## src/rtl/imu_i2c_target.sv

```systemverilog
`timescale 1ns/1ps
// I2C target presenting a BMI160-style register map: CHIP_ID plus a coherent
// X/Y/Z accelerometer snapshot for reads; register writes leave as strobes.
//
// state     | meaning
// ----------+--------------------------------------------------
// IDLE      | bus ignored until START (also post-NACK / no match)
// ADDR      | shifting in 7-bit address + R/W
// ADDR_ACK  | pulling SDA low for the address ACK
// REG       | shifting in the register pointer
// REG_ACK   | pulling SDA low for the pointer ACK
// WDATA     | shifting in a write data byte
// WDATA_ACK | pulling SDA low for the data ACK
// RDATA     | driving byte[pointer] MSB-first
// RDATA_ACK | SDA released, sampling master ACK/NACK
module imu_i2c_target #(
    parameter logic [6:0] SLAVE_ADDR = 7'h68,
    parameter logic [7:0] CHIP_ID    = 8'hD1
) (
    input  logic        clk_50mhz,
    input  logic        rst,
    input  logic        scl_in,
    input  logic        sda_in,
    output logic        sda_oe,
    input  logic [15:0] acc_x_in,
    input  logic [15:0] acc_y_in,
    input  logic [15:0] acc_z_in,
    output logic        wr_strobe,
    output logic [7:0]  wr_addr,
    output logic [7:0]  wr_data,
    output logic        busy
);

    typedef enum logic [3:0] {
        IDLE, ADDR, ADDR_ACK, REG, REG_ACK, WDATA, WDATA_ACK, RDATA, RDATA_ACK
    } state_t;

    state_t      state_q, state_d;
    logic [1:0]  scl_sync_q, scl_sync_d;
    logic [1:0]  sda_sync_q, sda_sync_d;
    logic        scl_prev_q, scl_prev_d;
    logic        sda_prev_q, sda_prev_d;
    logic [2:0]  bit_cnt_q, bit_cnt_d;
    logic [6:0]  shift_q, shift_d;
    logic        rw_q, rw_d;
    logic [7:0]  ptr_q, ptr_d;
    logic [47:0] shadow_q, shadow_d;
    logic        sda_oe_q, sda_oe_d;
    logic        wr_strobe_q, wr_strobe_d;
    logic [7:0]  wr_addr_q, wr_addr_d;
    logic [7:0]  wr_data_q, wr_data_d;
    logic        busy_q, busy_d;

    logic       scl_s, sda_s, scl_rise, scl_fall, start_det, stop_det, byte_done;
    logic [7:0] rx_byte, rd_byte;

    assign scl_s     = scl_sync_q[1];
    assign sda_s     = sda_sync_q[1];
    assign scl_rise  = scl_s & ~scl_prev_q;
    assign scl_fall  = ~scl_s & scl_prev_q;
    assign start_det = scl_s & scl_prev_q & sda_prev_q & ~sda_s;
    assign stop_det  = scl_s & scl_prev_q & ~sda_prev_q & sda_s;
    assign rx_byte   = {shift_q, sda_s};
    assign byte_done = scl_rise && (bit_cnt_q == 3'd7);

    always_comb begin
        case (ptr_q)
            8'h00:   rd_byte = CHIP_ID;
            8'h12:   rd_byte = shadow_q[7:0];
            8'h13:   rd_byte = shadow_q[15:8];
            8'h14:   rd_byte = shadow_q[23:16];
            8'h15:   rd_byte = shadow_q[31:24];
            8'h16:   rd_byte = shadow_q[39:32];
            8'h17:   rd_byte = shadow_q[47:40];
            default: rd_byte = 8'h00;
        endcase
    end

    always_comb begin
        scl_sync_d  = {scl_sync_q[0], scl_in};
        sda_sync_d  = {sda_sync_q[0], sda_in};
        scl_prev_d  = scl_s;
        sda_prev_d  = sda_s;
        state_d     = state_q;
        bit_cnt_d   = bit_cnt_q;
        shift_d     = shift_q;
        rw_d        = rw_q;
        ptr_d       = ptr_q;
        shadow_d    = shadow_q;
        sda_oe_d    = sda_oe_q;
        wr_strobe_d = 1'b0;
        wr_addr_d   = wr_addr_q;
        wr_data_d   = wr_data_q;
        busy_d      = busy_q;

        if (start_det) begin
            state_d   = ADDR;
            bit_cnt_d = '0;
            sda_oe_d  = 1'b0;
            busy_d    = 1'b0;
        end else if (stop_det) begin
            state_d  = IDLE;
            sda_oe_d = 1'b0;
            busy_d   = 1'b0;
        end else begin
            if (scl_rise && (state_q == ADDR || state_q == REG || state_q == WDATA)) begin
                shift_d   = rx_byte[6:0];
                bit_cnt_d = bit_cnt_q + 3'd1;
            end
            case (state_q)
                ADDR: if (byte_done) begin
                    // general call (0x00) is never acknowledged, whatever SLAVE_ADDR is
                    if (rx_byte[7:1] == SLAVE_ADDR && rx_byte[7:1] != 7'h00) begin
                        state_d = ADDR_ACK;
                        rw_d    = rx_byte[0];
                        busy_d  = 1'b1;
                        if (rx_byte[0]) shadow_d = {acc_z_in, acc_y_in, acc_x_in};
                    end else begin
                        state_d = IDLE;
                    end
                end
                REG: if (byte_done) begin
                    ptr_d   = rx_byte;
                    state_d = REG_ACK;
                end
                WDATA: if (byte_done) begin
                    wr_strobe_d = 1'b1;
                    wr_addr_d   = ptr_q;
                    wr_data_d   = rx_byte;
                    ptr_d       = ptr_q + 8'd1;
                    state_d     = WDATA_ACK;
                end
                ADDR_ACK, REG_ACK, WDATA_ACK: if (scl_fall) begin
                    if (!sda_oe_q) begin
                        sda_oe_d = 1'b1;
                    end else begin
                        sda_oe_d  = 1'b0;
                        bit_cnt_d = '0;
                        if (state_q != ADDR_ACK) begin
                            state_d = WDATA;
                        end else if (rw_q) begin
                            state_d  = RDATA;
                            sda_oe_d = ~rd_byte[7];
                        end else begin
                            state_d = REG;
                        end
                    end
                end
                RDATA: begin
                    // bit_cnt counts bits already clocked out, so ~bit_cnt is the next bit index
                    if (scl_rise) begin
                        bit_cnt_d = bit_cnt_q + 3'd1;
                        if (bit_cnt_q == 3'd7) state_d = RDATA_ACK;
                    end else if (scl_fall) begin
                        sda_oe_d = ~rd_byte[~bit_cnt_q];
                    end
                end
                RDATA_ACK: begin
                    if (scl_fall) begin
                        sda_oe_d = 1'b0;
                    end else if (scl_rise) begin
                        if (!sda_s) begin
                            ptr_d     = ptr_q + 8'd1;
                            bit_cnt_d = '0;
                            state_d   = RDATA;
                        end else begin
                            state_d = IDLE;
                        end
                    end
                end
                default: ;
            endcase
        end
    end

    always_ff @(posedge clk_50mhz or posedge rst) begin
        if (rst) begin
            state_q     <= IDLE;
            scl_sync_q  <= 2'b11;
            sda_sync_q  <= 2'b11;
            scl_prev_q  <= 1'b1;
            sda_prev_q  <= 1'b1;
            bit_cnt_q   <= '0;
            shift_q     <= '0;
            rw_q        <= 1'b0;
            ptr_q       <= '0;
            shadow_q    <= '0;
            sda_oe_q    <= 1'b0;
            wr_strobe_q <= 1'b0;
            wr_addr_q   <= '0;
            wr_data_q   <= '0;
            busy_q      <= 1'b0;
        end else begin
            state_q     <= state_d;
            scl_sync_q  <= scl_sync_d;
            sda_sync_q  <= sda_sync_d;
            scl_prev_q  <= scl_prev_d;
            sda_prev_q  <= sda_prev_d;
            bit_cnt_q   <= bit_cnt_d;
            shift_q     <= shift_d;
            rw_q        <= rw_d;
            ptr_q       <= ptr_d;
            shadow_q    <= shadow_d;
            sda_oe_q    <= sda_oe_d;
            wr_strobe_q <= wr_strobe_d;
            wr_addr_q   <= wr_addr_d;
            wr_data_q   <= wr_data_d;
            busy_q      <= busy_d;
        end
    end

    assign sda_oe    = sda_oe_q;
    assign wr_strobe = wr_strobe_q;
    assign wr_addr   = wr_addr_q;
    assign wr_data   = wr_data_q;
    assign busy      = busy_q;

endmodule

```

## config.mk

```make
export PLATFORM = sky130hd
export DESIGN_NAME = imu_i2c_target
export DESIGN_NICKNAME = d
export VERILOG_FILES = /design/src/rtl/imu_i2c_target.sv
export SDC_FILE = /design/constraint.sdc
export NUM_CORES = 1
export LEC_CHECK = 0
export ABC_AREA = 1
export BUFFER_PORTS_ARGS = -buffer_cell sky130_fd_sc_hd__buf_2
export CORE_UTILIZATION = 35
export CTS_CLUSTER_SIZE = 25
export DETAILED_ROUTE_END_ITERATION = 10
export SLEW_MARGIN = 20
export SYNTH_ARGS = -nofsm -noshare
export SYNTH_HDL_FRONTEND = slang
export SYNTH_SLANG_ARGS = --single-unit
export TNS_END_PERCENT = 30
```

## constraint.sdc

```tcl
create_clock -name clk_50mhz -period 3.3 [get_ports clk_50mhz]
set_input_delay 0.66 -clock clk_50mhz [delete_from_list [all_inputs] [get_ports clk_50mhz]]
set_output_delay 0.66 -clock clk_50mhz [all_outputs]
set_load 0.01 [all_outputs]
```

Word level (Yosys, flattened, before mapping)
Index checks and enable logic that the tools add are counted.
{ "totals": {"latch_bits": 0, "input_bits": 52, "out_inout_bits": 19, "register_bits": 96, "ram_bits": 0, "mem_count": 0, "mem_bits_ro": 0, "word_cells": 145} }
{ "op_classes": {"n_eq_ne": 35, "magnitude_cmp": 1, "n_bitwise": 16, "n_addsub": 2, "mul": 0, "n_div": 0, "shifts": 0, "n_mux": 54, "n_reduce_logical": 22} }
{ "ops": {"columns": ["cell", "n"], "rows": [
  ["case mux 8 bit (7 select lines)", 1],
  ["== test 8 x 5 -> 1 bit, second input constant", 6],
  ["inequality test 4 bit, second input constant", 12],
  ["2-to-1 mux 4 bit", 11],
  ["2-to-1 mux 8 bit", 5],
  ["2-to-1 mux 3 bit", 12],
  ["case mux 4 bit (6 select lines)", 1],
  ["case mux 8 bit (3 select lines)", 1],
  ["2-to-1 mux 1 bit", 19],
  ["== test 4 x 3 -> 1 bit, second input constant", 4],
  ["inequality test 2 bit, second input constant", 6],
  ["nonzero test 3 bit", 4],
  ["AND reduction 10 bit", 1],
  ["AND reduction 5 bit", 2],
  ["case mux 3 bit (3 select lines)", 1],
  ["adder 8 x 1 -> 8 bit, second input constant", 1],
  ["== test 4 x 2 -> 1 bit, second input constant", 2],
  ["zero test 8 bit", 1],
  ["NOT 1 bit", 8],
  ["AND reduction 8 bit", 1],
  ["nonzero test 8 bit", 1],
  ["AND 1 bit", 7],
  ["== test 7 bit, second input constant", 1],
  ["nonzero test 7 bit", 1],
  ["17 further kinds", 21]
]} }

Depth between registers and ports, before layout
Gate-level depths: netlist of the first run.
{ "logic_depth": {"ltp_word": 11, "mapped_depth": 15, "mapped_depth_nobuf": 15} }

Worst setup path before layout of the first run
Ideal clock, no wire load.
{ "synth_timing": {"kind": "reg2reg", "startpoint": "register bit_cnt_q[0]", "endpoint": "register shadow_q[10]", "setup_ps": 125, "required_ps": 3175, "synth_period_minus_slack_ps": 1784, "path_stages_with_launch": 10, "arrival_time_ps": 1659, "n_path_buf": 1, "slack_ps": 1516, "path_cell_list": "dfrtp_1 ha_1 ha_1 inv_1 nor2_1 nand3_1 inv_2 nand2_2 buf_2 mux2_2"} }
{ "synth_between": {"elab_chain_cells": 3} }
{ "synth_rtl": {"columns": ["element", "line_no", "rtl"], "rows": [
  ["from (decl)", "43", "logic [2:0] bit_cnt_q, bit_cnt_d;"],
  ["from (signal assigned)", "199", "bit_cnt_q <= bit_cnt_d;"],
  ["== test 3 bit", "64", "assign byte_done = scl_rise && (bit_cnt_q == 3'd7);"],
  ["logical AND 1 bit", "64", null],
  ["AND reduction 6 bit (no source line)", null, null],
  ["to (signal assigned)", "203", "shadow_q <= shadow_d;"],
  ["to (decl)", "47", "logic [47:0] shadow_q, shadow_d;"]
]} }
No other way between the ends.
A chain may end at the register's enable or synchronous reset.

Final worst setup path of the first run
{ "layout_timing": {"startpoint": "register bit_cnt_q[0]", "endpoint": "register shadow_q[45]"} }
Same word-level chain as after synthesis.

==> results of run 1 <==
==> flip-flops by register name (all words and copies together), names as in the netlist, 2 cells and up <==
| register | count |
|---|---|
| shift_q | 7 |
| wr_data | 8 |
| ptr_q | 8 |
| scl_sync_q | 2 |
| state_q | 4 |
| shadow_q | 48 |
| bit_cnt_q | 3 |
| wr_addr | 8 |
| sda_sync_q | 2 |
==> final cells by class <==
type	count	area, um^2	share of cell area
inverter	58	219	0.0394
clock inverter	4	28.8	0.00518
tap	176	220	0.0396
multi-input combinational	368	2040	0.367
timing repair buffer	73	385	0.0693
clock buffer	12	256	0.0461
sequential	96	2410	0.433
==> cell usage in the layout (no fill, tap or decap), types with 6 or more instances in the layout <==
cell type / count
nand2_1: 104
dfrtp_1: 90
buf_2: 70
nor2_1: 62
inv_1: 47
nand3_1: 41
mux2_2: 39
o21ai_0: 37
a21oi_1: 24
inv_2: 10
o21ai_1: 10
clkbuf_16: 9
nor3_1: 7
nor2_2: 6
ha_1: 6
dfstp_2: 6
==> through the flow <==
step / hold slack (ps) / power, uW / worst slack, ps
after floorplan: 345 / 2210 / 145
after global placement: 346 / 2460 / 901
after detailed placement: 347 / 2480 / 826
after CTS: 356 / 3500 / 820
after global routing: 363 / 3740 / 643
final: 355 / 3480 / 816
==> cell families (layout without fill, tap and decap cells) <==
kind of cell / count (synthesis) / count (layout) / share of synthesized area
compound gates: 83 / 83 / 0.0977
flops: 96 / 96 / 0.506
xor+xnor: 5 / 5 / 0.00919
simple gates: 235 / 235 / 0.214
fa+ha+maj: 6 / 6 / 0.0158
buf+inv: 72 / 147 / 0.0657
mux: 39 / 39 / 0.0922
==> worst max-delay path by stage <==
stage                        startpoint                  endpoint  slack, ps
6_report       bit_cnt_q[0]$_DFFE_PP0P_  shadow_q[45]$_DFFE_PP0P_        820
2_1_floorplan                       rst  bit_cnt_q[0]$_DFFE_PP0P_        140
3_3_place_gp   bit_cnt_q[0]$_DFFE_PP0P_  shadow_q[32]$_DFFE_PP0P_        900
5_1_grt        bit_cnt_q[0]$_DFFE_PP0P_  shadow_q[45]$_DFFE_PP0P_        640
4_1_cts        bit_cnt_q[0]$_DFFE_PP0P_  shadow_q[45]$_DFFE_PP0P_        820
3_5_place_dp   bit_cnt_q[0]$_DFFE_PP0P_  shadow_q[45]$_DFFE_PP0P_        830
==> layer usage <==
layer | wire (um) | up-vias | track usage
met5 | 0 | - | 0
li1 | - | 1895 | -
met1 | 5210 | 1845 | 0.224
met4 | 214 | 0 | 0.0688
met2 | 5170 | 100 | 0.273
met3 | 572 | 13 | 0.0458
==> report_power, final <==
| group | switching, uW | internal (uW) | leakage [uW] | total [uW] |
|---|---|---|---|---|
| Clock | 454 | 552 | 0.000135 | 1010 |
| Sequential | 126 | 1310 | 0.00119 | 1440 |
| Combinational | 708 | 328 | 0.00140 | 1040 |
| Total | 1290 | 2190 | 0.00273 | 3480 |
==> results.md, run 1 <==
- Status: finished clean
- Period utilisation layout: 0.753
- Worst path depth: 9
- Final critical-path required period: 2480 ps
- Worst-skew pair later-pin latency: 360 ps
- Post-Syn Nets: 594
- Layout cells sized above 1: 0.270
- Netlist Area Pre-Place: 4760 um^2
- Clk_skew: 9.67 ps
- First-pass GRT wire length: 18.9 mm
- Drt first pass iters: 5
- CP dominant cell by count: ha_1
- Top-count cell post-synth: nand2_1
- Asr flop ratio synth: 1.00
- R2r worst-path depth: 9
- Largest net degree at the start of global routing: 61
- Synth-to-layout area growth: 16.7%
- Die width: 119 um
- Total gr overflow: 0
- Hold Violations, Final: 0
- YS warnings: 0
- HP Class: in -> async
- Placer Congestion: 0.869
- Vias: 3853
- Sequential share of the synthesized area: 0.506
- Final Max Tran Viols: 0
- Worst-Margin Slew: 735 ps
- EDFF count, synth: 0
- Worst reg2reg path endpoint: shadow_q[45]$_DFFE_PP0P_
- Worst Path Max Fanout: 41
- IO Pins: 71
- Top post-synthesis cells by area: dfrtp_1 47%, mux2_2 9.2%, nand2_1 8.2%
- Worst Path Buf+Inv: 3
- WL/cell: 14.2 um
- Netlist cell types: 33
- DR vias/cell: 4.90
- Worst r2r src: bit_cnt_q[0]$_DFFE_PP0P_
- Number of global-route vias before repair: 3778
- DRC errors left: 0
- Placed insts: 771
- CP max stage delay: 480 ps
- Detailed Place HPWL: 8.27 mm
- Leakage power: 0.00273 uW
- Core Area: 13200 um^2
- CTS Root Cell: clkbuf_16
- Final std cells w/o fill: 787
- PwrDens: 625 nW/um^2
- TritonCTS clock tree: built
- Synthesized area per cell: 8.89 um^2
- Post-Route Utilization: 0.420
- Setup-failing EPs final: 0
- Top_reg_cell synth: dfrtp_1
- Placed Area: 5280 um^2
- Filler cells: 1372
- CP Capture Type: flop
- Initial Util: 0.360
- Setup repair bufs after CTS: 0
- Top cells by count, synth: 104 x nand2_1, 90 x dfrtp_1, 62 x nor2_1
- DIE HEIGHT: 119 um
- Max clock buf depth: 2
- IO Port Bufs: 70
- # hold bufs at CTS: 0
- CTS sink count: 96
- Max VDD drop: 0.313 mV
- Final wirelength: 11.2 mm
- CTS resizes: 0
- Gate Count Post-Synth: 536
- Required time of the critical path: 3540 ps
- RSZ-0062 raised after global routing: no
- Reg clk slew, reported paths: 70 ps
- Max Fclk: 403 MHz
- R2R Setup Slk: 820 ps
- Initial antenna violation count: 0
- GRT Total Usage: 0.173
- Worst slew margin: 0.509
- CTS Buf Count: 9
- Num rows: 42
- Detail Route Antenna Nets: 0
- Delay-heaviest family, CP: buffers and inverters
- CP Cell Sequence: ha_1 > ha_1 > inv_1 > nor2_1 > nand3_1 > inv_2 > nand2_2 > buf_4 > mux2_2
- Post-synth top area share: 0.473
- H-Tree Depth: 3
- CP Class: reg -> reg
- FF+latch count, synth: 96
- Leading area contributor after synthesis: dfrtp_1
- Worst path slowest cell: buf_4
- Initial DRC count: 169
- Arrival time worst endpoint: 2730 ps
- Antenna Cells: 0
- TNS Setup: 0 ps
- Die area: 14100 um^2
- Worst Setup Start Kind: flop
- Final instance area: 5560 um^2
- Layout Nets: 664
- Max Cap Viol: 0
Power figures use the tool's default switching activity.
==> run 2: changes to the inputs <==
ABC_AREA = 0   (was 1)
clock period = 2.45 ns   (was 3.3 ns; I/O delays follow)
==> results.md, run 2 <==
- Core Area: 13400 um^2
- Total gr overflow: 0
- DIE HEIGHT: 120 um
- Clk_skew: 6.30 ps
- Most common cell after layout, fill and taps aside: dfrtp_1
- Layout cells sized above 1: 0.392
- Post-synth top area share: 0.462
- Synth-to-layout area growth: 21.6%
- Max clock buf depth: 2
- Worst setup endpoint: sda_oe$_DFFE_PP0P_
- Max reg flops: 48
- Layout Nets: 584
- GRT Total Usage: 0.174
- Setup repair bufs after CTS: 0
- Placer Congestion: 0.871
- IO Port Bufs: 70
- CP Cell Sequence: or4_4 > or4_4 > a2111oi_4 > a211oi_1 > a211o_1
- Worst-skew pair later-pin latency: 350 ps
- CP Capture Type: flop
- Number of global-route vias before repair: 3858
- Worst r2r src: ptr_q[3]$_DFFE_PP0P_
- Filler cells: 1292
- Post-Syn Nets: 505
- Power Total: 3560 uW
- CTS Root Cell: clkbuf_16
- PnR worst setup slack: 119 ps
- Detailed Place HPWL: 8.51 mm
- WL/cell: 16.7 um
- Setup-failing EPs final: 0
- H-Tree Depth: 3
- DP Worst Slack: 59.7 ps
- CP max stage delay: 570 ps
- Worst-Margin Slew: 577 ps
- YS warnings: 0
- Num rows: 42
- Top-count cell post-synth: dfrtp_1
- Synthesized area per cell: 10.9 um^2
- HP Class: in -> reg
- Largest register by flop count: shadow_q
- Leading area contributor after synthesis: dfrtp_1
- Top_reg_cell synth: dfrtp_1
- FF+latch count, synth: 96
- Sequential share of the synthesized area: 0.494
- Period utilisation layout: 0.952
- Most frequent cells in the layout: 89 x dfrtp_1, 70 x buf_2, 68 x mux2_2, 35 x a21oi_1, 30 x buf_4
- Initial Util: 0.364
- Final critical-path required period: 2330 ps
- TritonCTS clock tree: built
- PwrDens: 600 nW/um^2
- Hold Violations, Final: 0
- TNS Setup: 0 ps
- CTS resizes: 0
- Detail Route Antenna Nets: 0
- Die width: 120 um
- Final Max Tran Viols: 0
- Worst path depth: 5
- Worst Setup Start Kind: flop
- Worst slew margin: 0.615
- Delay-heaviest family, CP: simple AND/OR/NAND/NOR gates
- R2R Setup Slk: 120 ps
- CTS Buf Count: 9
- DR vias/cell: 5.39
- Worst Path Max Fanout: 3
- Final std cells w/o fill: 707
- R2r worst-path depth: 5
- Drt first pass iters: 4
- Max Cap Viol: 0
- Final wirelength: 11.8 mm
- Critical Path Source: ptr_q[3]$_DFFE_PP0P_
- Top post-synthesis cells by area: dfrtp_1 46%, mux2_2 16%, a21oi_1 3.6%
- Largest net degree at the start of global routing: 97
- Vias: 3810
- Top cells by count, synth: 90 x dfrtp_1, 68 x mux2_2, 35 x a21oi_1
- Max Fclk: 429 MHz
- Arrival time worst endpoint: 2570 ps
- Reg clk slew, reported paths: 70 ps
- CTS sink count: 96
- # hold bufs at CTS: 0
- Asr flop ratio synth: 1.00
- Initial antenna violation count: 0
- CP Class: reg -> reg
- Netlist cell types: 54
- Gate Count Post-Synth: 447
- Antenna Cells: 0
- EDFF count, synth: 0
- Die area: 14400 um^2
- Leakage power: 0.00266 uW
- Initial DRC count: 213
- Required time of the critical path: 2690 ps
- Placed insts: 691
- Max VDD drop: 0.471 mV
- Worst Path Buf+Inv: 0
- Status: finished clean
- First-pass GRT wire length: 19.5 mm
- IO Pins: 71
- Worst path slowest cell: or4_4
- DRC errors left: 0
- Worst reg2reg path endpoint: sda_oe$_DFFE_PP0P_
- CP dominant cell by count: or4_4
- Netlist Area Pre-Place: 4870 um^2
[run 2: per-layer routing]
layer | routed length [um] | global-route usage
met4 | 238 | 0.0617
met2 | 5450 | 0.270
met1 | 5570 | 0.232
met3 | 545 | 0.0466
met5 | 0 | 0
[run 2: how the worst min path moves through the flow]
stage / from / endpoint / slack [ps] / cells after the start
global placement: sda_sync_q[0]$_DFF_PP1_ / sda_sync_q[1]$_DFF_PP1_ / 350 / 0
floorplan: scl_sync_q[0]$_DFF_PP1_ / scl_sync_q[1]$_DFF_PP1_ / 350 / 0
finish: sda_in / sda_sync_q[0]$_DFF_PP1_ / 230 / 1
global route: sda_in / sda_sync_q[0]$_DFF_PP1_ / 220 / 1
CTS: sda_in / sda_sync_q[0]$_DFF_PP1_ / 210 / 1
detailed placement: scl_sync_q[0]$_DFF_PP1_ / scl_sync_q[1]$_DFF_PP1_ / 350 / 0
[run 2: final cells by class]
type	count	area (um^2)	area share
clock inverters	7	92.6	0.0156
flip-flops and latches	96	2410	0.407
inverters	8	33.8	0.00570
well taps	176	220	0.0371
repair buffers	102	616	0.104
clock buffers	9	225	0.0380
multi-input cells	309	2330	0.393
[run 2: worst register-to-register path: stages (launching register included)]
cell and delay, ps:
dfrtp_1 380, or4_4 560, or4_4 570, a2111oi_4 330, a211oi_1 130, a211o_1 240
[run 2: metrics by stage]
step           hold WS, ps  instance area [um^2]  utilization
5_1_grt                219                  5930        0.442
6_report               232                  5930        0.442
3_5_place_dp           347                  5580        0.416
2_1_floorplan          345                  4880            -
4_1_cts                215                  5900        0.440
3_3_place_gp           348                  5580        0.416
[run 2: logic make-up after synthesis]
logic type,share of synthesized area
buf+inv,0.0341
compound gates,0.165
flops,0.494
fa+ha+maj,0.0154
mux,0.175
xor+xnor,0.00180
simple gates,0.115
[run 2: report_power, final]
group	internal, uW	total (uW)	switching [uW]
Sequential	1660	1730	73.4
Combinational	159	322	163
Clock	896	1500	608
